**src/rtl/rand_byte_ctrl_if.sv**
```systemverilog
// Output word handshake between the random byte controller and its consumer.
// The controller drives the word and its valid flag; the consumer drives ready.
interface rand_byte_ctrl_if #(
    parameter int WIDTH = 8
);
    logic [WIDTH-1:0] dataOut;
    logic             dataValid;
    logic             dataReady;

    modport master (
        output dataOut,
        output dataValid,
        input  dataReady
    );

    modport slave (
        input  dataOut,
        input  dataValid,
        output dataReady
    );
endinterface

```
**src/rtl/rand_byte_ctrl.sv**
```systemverilog
// Sequencer for the COSO TRNG serial-to-parallel shifter: warm-up discard,
// bit counting, word capture and valid/ready delivery with overrun flag.
module rand_byte_ctrl #(
    parameter int WIDTH       = 8,
    parameter int WARMUP_BITS = 16,
    parameter int CNT_W       = 8
) (
    input  logic             clk,
    input  logic             rstN,
    input  logic             enable,
    input  logic             CSReq,
    input  logic [WIDTH-1:0] randByte,
    output logic             shiftEn,
    output logic             shiftClr,
    output logic             overrun,
    input  logic             clrOverrun,
    output logic             busy,
    rand_byte_ctrl_if.master out_if
);
    typedef enum logic [1:0] {
        IDLE,
        WARMUP,
        COLLECT
    } state_t;

    localparam logic [CNT_W-1:0] WARM_LAST = CNT_W'(WARMUP_BITS - 1);
    localparam logic [CNT_W-1:0] WORD_LAST = CNT_W'(WIDTH - 1);
    localparam logic [CNT_W-1:0] CNT_ONE   = CNT_W'(1);
    localparam bit               HAS_WARM  = (WARMUP_BITS > 0);

    state_t           state;
    state_t           state_d;
    logic [CNT_W-1:0] cnt;
    logic [CNT_W-1:0] cnt_d;
    logic             cap_pend;
    logic             cap_d;
    logic             clr_d;
    logic             load;
    logic             drop;

    // Strobes reach the shifter whenever running, warm-up included, so
    // stale bits from a previous run are flushed out.
    assign shiftEn = CSReq && (state != IDLE);
    assign busy    = (state != IDLE);

    // A capture is cancelled if enable falls in the capPend cycle.
    assign load = cap_pend && enable;
    assign drop = load && out_if.dataValid && !out_if.dataReady;

    // Next state, counter, capture request and shifter clear.
    always_comb begin
        state_d = state;
        cnt_d   = cnt;
        cap_d   = 1'b0;
        clr_d   = 1'b0;
        if (!enable) begin
            state_d = IDLE;
            cnt_d   = '0;
        end else begin
            unique case (state)
                IDLE: begin
                    cnt_d   = '0;
                    clr_d   = 1'b1;
                    state_d = HAS_WARM ? WARMUP : COLLECT;
                end
                WARMUP: begin
                    if (CSReq) begin
                        if (cnt == WARM_LAST) begin
                            state_d = COLLECT;
                            cnt_d   = '0;
                        end else begin
                            cnt_d = cnt + CNT_ONE;
                        end
                    end
                end
                COLLECT: begin
                    if (CSReq) begin
                        if (cnt == WORD_LAST) begin
                            cnt_d = '0;
                            cap_d = 1'b1;
                        end else begin
                            cnt_d = cnt + CNT_ONE;
                        end
                    end
                end
                default: begin
                    state_d = IDLE;
                    cnt_d   = '0;
                end
            endcase
        end
    end

    // Control state registers.
    always_ff @(posedge clk or negedge rstN) begin
        if (!rstN) begin
            state    <= IDLE;
            cnt      <= '0;
            cap_pend <= 1'b0;
            shiftClr <= 1'b0;
        end else begin
            state    <= state_d;
            cnt      <= cnt_d;
            cap_pend <= cap_d;
            shiftClr <= clr_d;
        end
    end

    // Output word register, valid/ready handshake and sticky overrun.
    always_ff @(posedge clk or negedge rstN) begin
        if (!rstN) begin
            out_if.dataOut   <= '0;
            out_if.dataValid <= 1'b0;
            overrun          <= 1'b0;
        end else begin
            if (load && !drop) begin
                out_if.dataOut   <= randByte;
                out_if.dataValid <= 1'b1;
            end else if (out_if.dataValid && out_if.dataReady) begin
                out_if.dataValid <= 1'b0;
            end
            if (drop) begin
                overrun <= 1'b1;
            end else if (clrOverrun) begin
                overrun <= 1'b0;
            end
        end
    end
endmodule

```
**src/flat_wrapper.sv**
```systemverilog
// flat-port wrapper written by rule: the top's interface ports become plain ports
module rand_byte_ctrl_flat 
#(
    parameter int WIDTH       = 8,
    parameter int WARMUP_BITS = 16,
    parameter int CNT_W       = 8
)
  (clk, rstN, enable, CSReq, randByte, shiftEn, shiftClr, overrun, clrOverrun, busy, out_if_dataOut, out_if_dataValid, out_if_dataReady);
  rand_byte_ctrl_if #(.WIDTH(WIDTH)) out_if_i ();
  input  logic clk;
  input  logic rstN;
  input  logic enable;
  input  logic CSReq;
  input  logic [WIDTH-1:0] randByte;
  output logic shiftEn;
  output logic shiftClr;
  output logic overrun;
  input  logic clrOverrun;
  output logic busy;
  output wire logic [$bits(out_if_i.dataOut)-1:0] out_if_dataOut;
  output wire logic [$bits(out_if_i.dataValid)-1:0] out_if_dataValid;
  input wire logic [$bits(out_if_i.dataReady)-1:0] out_if_dataReady;
  assign out_if_dataOut = out_if_i.dataOut;
  assign out_if_dataValid = out_if_i.dataValid;
  assign out_if_i.dataReady = out_if_dataReady;
  rand_byte_ctrl #(.WIDTH(WIDTH), .WARMUP_BITS(WARMUP_BITS), .CNT_W(CNT_W)) u_core (.clk(clk), .rstN(rstN), .enable(enable), .CSReq(CSReq), .randByte(randByte), .shiftEn(shiftEn), .shiftClr(shiftClr), .overrun(overrun), .clrOverrun(clrOverrun), .busy(busy), .out_if(out_if_i));
endmodule
```
**config.mk**
```make
export PLATFORM = sky130hd
export DESIGN_NAME = rand_byte_ctrl_flat
export DESIGN_NICKNAME = d
export VERILOG_FILES = /design/src/rtl/rand_byte_ctrl_if.sv /design/src/rtl/rand_byte_ctrl.sv /design/src/flat_wrapper.sv
export SDC_FILE = /design/constraint.sdc
export NUM_CORES = 1
export LEC_CHECK = 0
export ABC_AREA = 1
export BUFFER_PORTS_ARGS = -buffer_cell sky130_fd_sc_hd__buf_4
export CORE_ASPECT_RATIO = 1.2
export CORE_MARGIN = 2
export CORE_UTILIZATION = 56
export CTS_BUF_LIST = sky130_fd_sc_hd__clkbuf_16
export DETAILED_ROUTE_END_ITERATION = 16
export GPL_TIMING_DRIVEN = 0
export HOLD_SLACK_MARGIN = 0.06
export PLACE_DENSITY = 0.83
export REMOVE_ABC_BUFFERS = 1
export SETUP_SLACK_MARGIN = 0.2
export SYNTH_ARGS = -nofsm -noshare
export SYNTH_HDL_FRONTEND = slang
export SYNTH_SLANG_ARGS = --single-unit
export TNS_END_PERCENT = 5
```
**constraint.sdc**
```tcl
create_clock -name clk -period 2.2 [get_ports clk]
set_input_delay 0.11 -clock clk [delete_from_list [all_inputs] [get_ports clk]]
set_output_delay 0.11 -clock clk [all_outputs]
set_load 0.02 [all_outputs]
```
==> flow_metrics.tcl <==
set metrics [dict create \
    fill_cells 134 \
    cts.repair.resized 0 \
    port_buffers 26 \
    place.gp.congestion 0.8722 \
    ys_types 25 \
    core_area_sq_um 1872 \
    cp-startpoint "u_core.state[0]" \
    critical_path_required_ns 2.34 \
    clkSinkCount 22 \
    die_x_microns 45.21 \
    antenna_cells 0 \
    hold_class "input port to flop" \
    max_freq_mhz 629.8 \
    first_global_vias 897 \
    cap_violations 0 \
    crit_path_end "u_core.cnt[6]" \
    p_int_mw 0.7967 \
    tns_ns 0 \
    ir_drop_mv 0.5400 \
    synth_seq_cells 22 \
    start_kind "flop" \
    regArea_sq_um 550.5 \
    cts_setup_buffers 0 \
    powerDensity_nw_per_um2 804.0 \
    clock_power_share 0.318 \
    end_kind "flop" \
    synth_area_per_cell_sq_um 9.431 \
    cts_tree "yes" \
    power.static_leakage_nw 0.7714 \
    syn_area_sq_um 1141 \
    final_cell_mix "buf_4 (26), nand2_1 (22), dfrtp_1 (22)" \
    yosys.area.top_type_share 0.4825 \
    grt_pass1_wl_microns 3795 \
    clk_pin_slew_ns 0.05 \
    clock_skew_ns 0.001847 \
    cts-root-buf "clkbuf_16" \
    yosys.area.top_type "dfrtp_1" \
    firstDrtPassIters 4 \
    dp.final_hpwl_microns 1627 \
    start_util 0.6096 \
    grt_max_degree 23 \
    antenna_found_initial 0 \
    hold_slack_ns 0.08693 \
    period_needed_ns 1.588 \
    rows 17 \
    gr-total-overflow 0 \
    cts_max_level 1 \
    numCtsBuffers 3 \
    combPwrFrac 0.286 \
    grt.total_usage 0.2279 \
    criticalPathCategory "flop to flop" \
    drcViolationCount 0 \
    multi_input_area_sq_um 508.0 \
    dr.first_iter.drc_count 4 \
    p_sw_mw 0.3642 \
    die_y_microns 53.45 \
    clk_path_buf_depth 2 \
    crit_arrival_ns 1.72 \
    ios 27 \
    synth-seq-area-share 0.4825 \
    maxSlewViolCount 0 \
    swShare 0.3138 \
    rsz0062_at_grt "no" \
    status "finished clean" \
    tightest_slew_ns 0.3107 \
    final_layout_size_suffix_gt1_frac 0.3046 \
    wl_per_cell_microns 13.20 \
    yosys_warnings 0 \
    insertion_delay_ns 0.25 \
    max_slew_margin 0.7919 \
    synth_cells 121 \
    r2r-start "u_core.state[0]" \
    r2r_slack_ns 0.61 \
    drtAntennaViolNets 0 \
    viasPerCell 5.435 \
    mostFrequentLayoutCell "buf_4" \
    wirelength_microns 2244 \
    utilization 0.7714 \
    fin_crit_sh 0.7218 \
    worst-r2r-cell-count 8 \
    setup_viol 0 \
    p_seq_frac 0.396 \
    synthTopCellsByArea "dfrtp_1 (48%), mux2_2 (7.9%), nand2_1 (7.2%)" \
    final_nets 173 \
    r2r_end "u_core.cnt[6]" \
    cp_max_fo 17 \
    die_area_sq_um 2416 \
    finalHoldViolCount 0 \
    num_vias 924 \
    syn_to_final_growth_pct 26.53 \
]
[cells by family (layout without fill, tap and decap cells)]
logic type | count (synthesis) | in the layout | synth area share
simple gates | 46 | 46 | 0.1985
flops | 22 | 22 | 0.4825
buf+inv | 20 | 50 | 0.07237
compound gates | 18 | 18 | 0.09430
mux | 8 | 8 | 0.07895
fa+ha+maj | 6 | 6 | 0.06579
xor+xnor | 1 | 1 | 0.007677
[layer usage]
layer  track usage  part of all wire
met1        0.2516              0.40
met5             0                 0
met2        0.4048              0.52
met4        0.1275             0.020
met3       0.03413             0.059
[Yosys cell counts]
| cell type | n |
|---|---|
| nor3_2 | 1 |
| nand3_1 | 8 |
| ha_1 | 6 |
| nand4_1 | 2 |
| o21ai_0 | 2 |
| a31oi_1 | 1 |
| o211ai_1 | 1 |
| nand3_2 | 1 |
| inv_1 | 19 |
| nand2_4 | 2 |
| o22ai_1 | 1 |
| dfrtp_1 | 22 |
| nor4_1 | 1 |
| mux2_2 | 8 |
| nor3_1 | 1 |
| o21ai_1 | 3 |
| o21bai_1 | 1 |
| nand2_1 | 22 |
| xor2_1 | 1 |
| nand2_2 | 3 |
| buf_6 | 1 |
| a21oi_1 | 7 |
| o21bai_2 | 1 |
| nor2_1 | 5 |
| a21oi_2 | 1 |
[how the worst min path moves through the flow]
stage	end	from	cells after the start
global route	u_core.out_if.dataOut[4]	randByte[4]	2
detailed placement	u_core.state[0]	rstN	1
global placement	u_core.shiftClr	rstN	1
floorplan	u_core.cap_pend	rstN	0
CTS	u_core.out_if.dataOut[4]	randByte[4]	2
finish	u_core.out_if.dataOut[4]	randByte[4]	2
[final cells by class]
type,count,area share
flip-flops and latches,22,0.3813
multi-input cells,79,0.3518
repair buffers,28,0.1490
clock buffers,3,0.05199
inverters,19,0.04939
well taps,19,0.01646
[power groups by stage]
stage          combinational [mW]  sequential (mW)  clock, mW
6_report                    0.332            0.459      0.369
5_1_grt                     0.377            0.463      0.389
4_1_cts                     0.332            0.456      0.377
3_5_place_dp                0.326            0.463          0
3_3_place_gp                0.311            0.460          0
2_1_floorplan               0.211            0.465          0
[what timing repair did]
action | in CTS | in global routing
hold buffers | 2 | 0
endpoints found under the setup margin | 0 | 0
hold endpoints to repair | 23 | 0
[worst max-delay path, stage by stage (launching register included)]
cell     delay [ns]
dfrtp_1        0.41
inv_1          0.08
ha_1           0.23
nand2_1        0.14
nand2_2        0.10
nand2_4        0.17
nand3_1        0.11
o21ai_0        0.16
a21oi_1        0.05
[through the flow]
step                cells  total power [mW]  area, sq um  worst slack, ns
CTS                   170             1.165         1444           0.6095
finish                170             1.161         1444           0.6121
global placement      165            0.7710         1349           0.7092
detailed placement    165            0.7889         1349           0.6288
global route          170             1.228         1444           0.4328
floorplan             120            0.6754         1130           0.8426
[registers in the layout, indices dropped and copies added, names as in the netlist]
name,count
u_core.cap_pend,1
u_core.cnt,8
u_core.out_if.dataOut,8
u_core.out_if.dataValid,1
u_core.overrun,1
u_core.shiftClr,1
u_core.state,2
(Power assumes the default switching activity.)
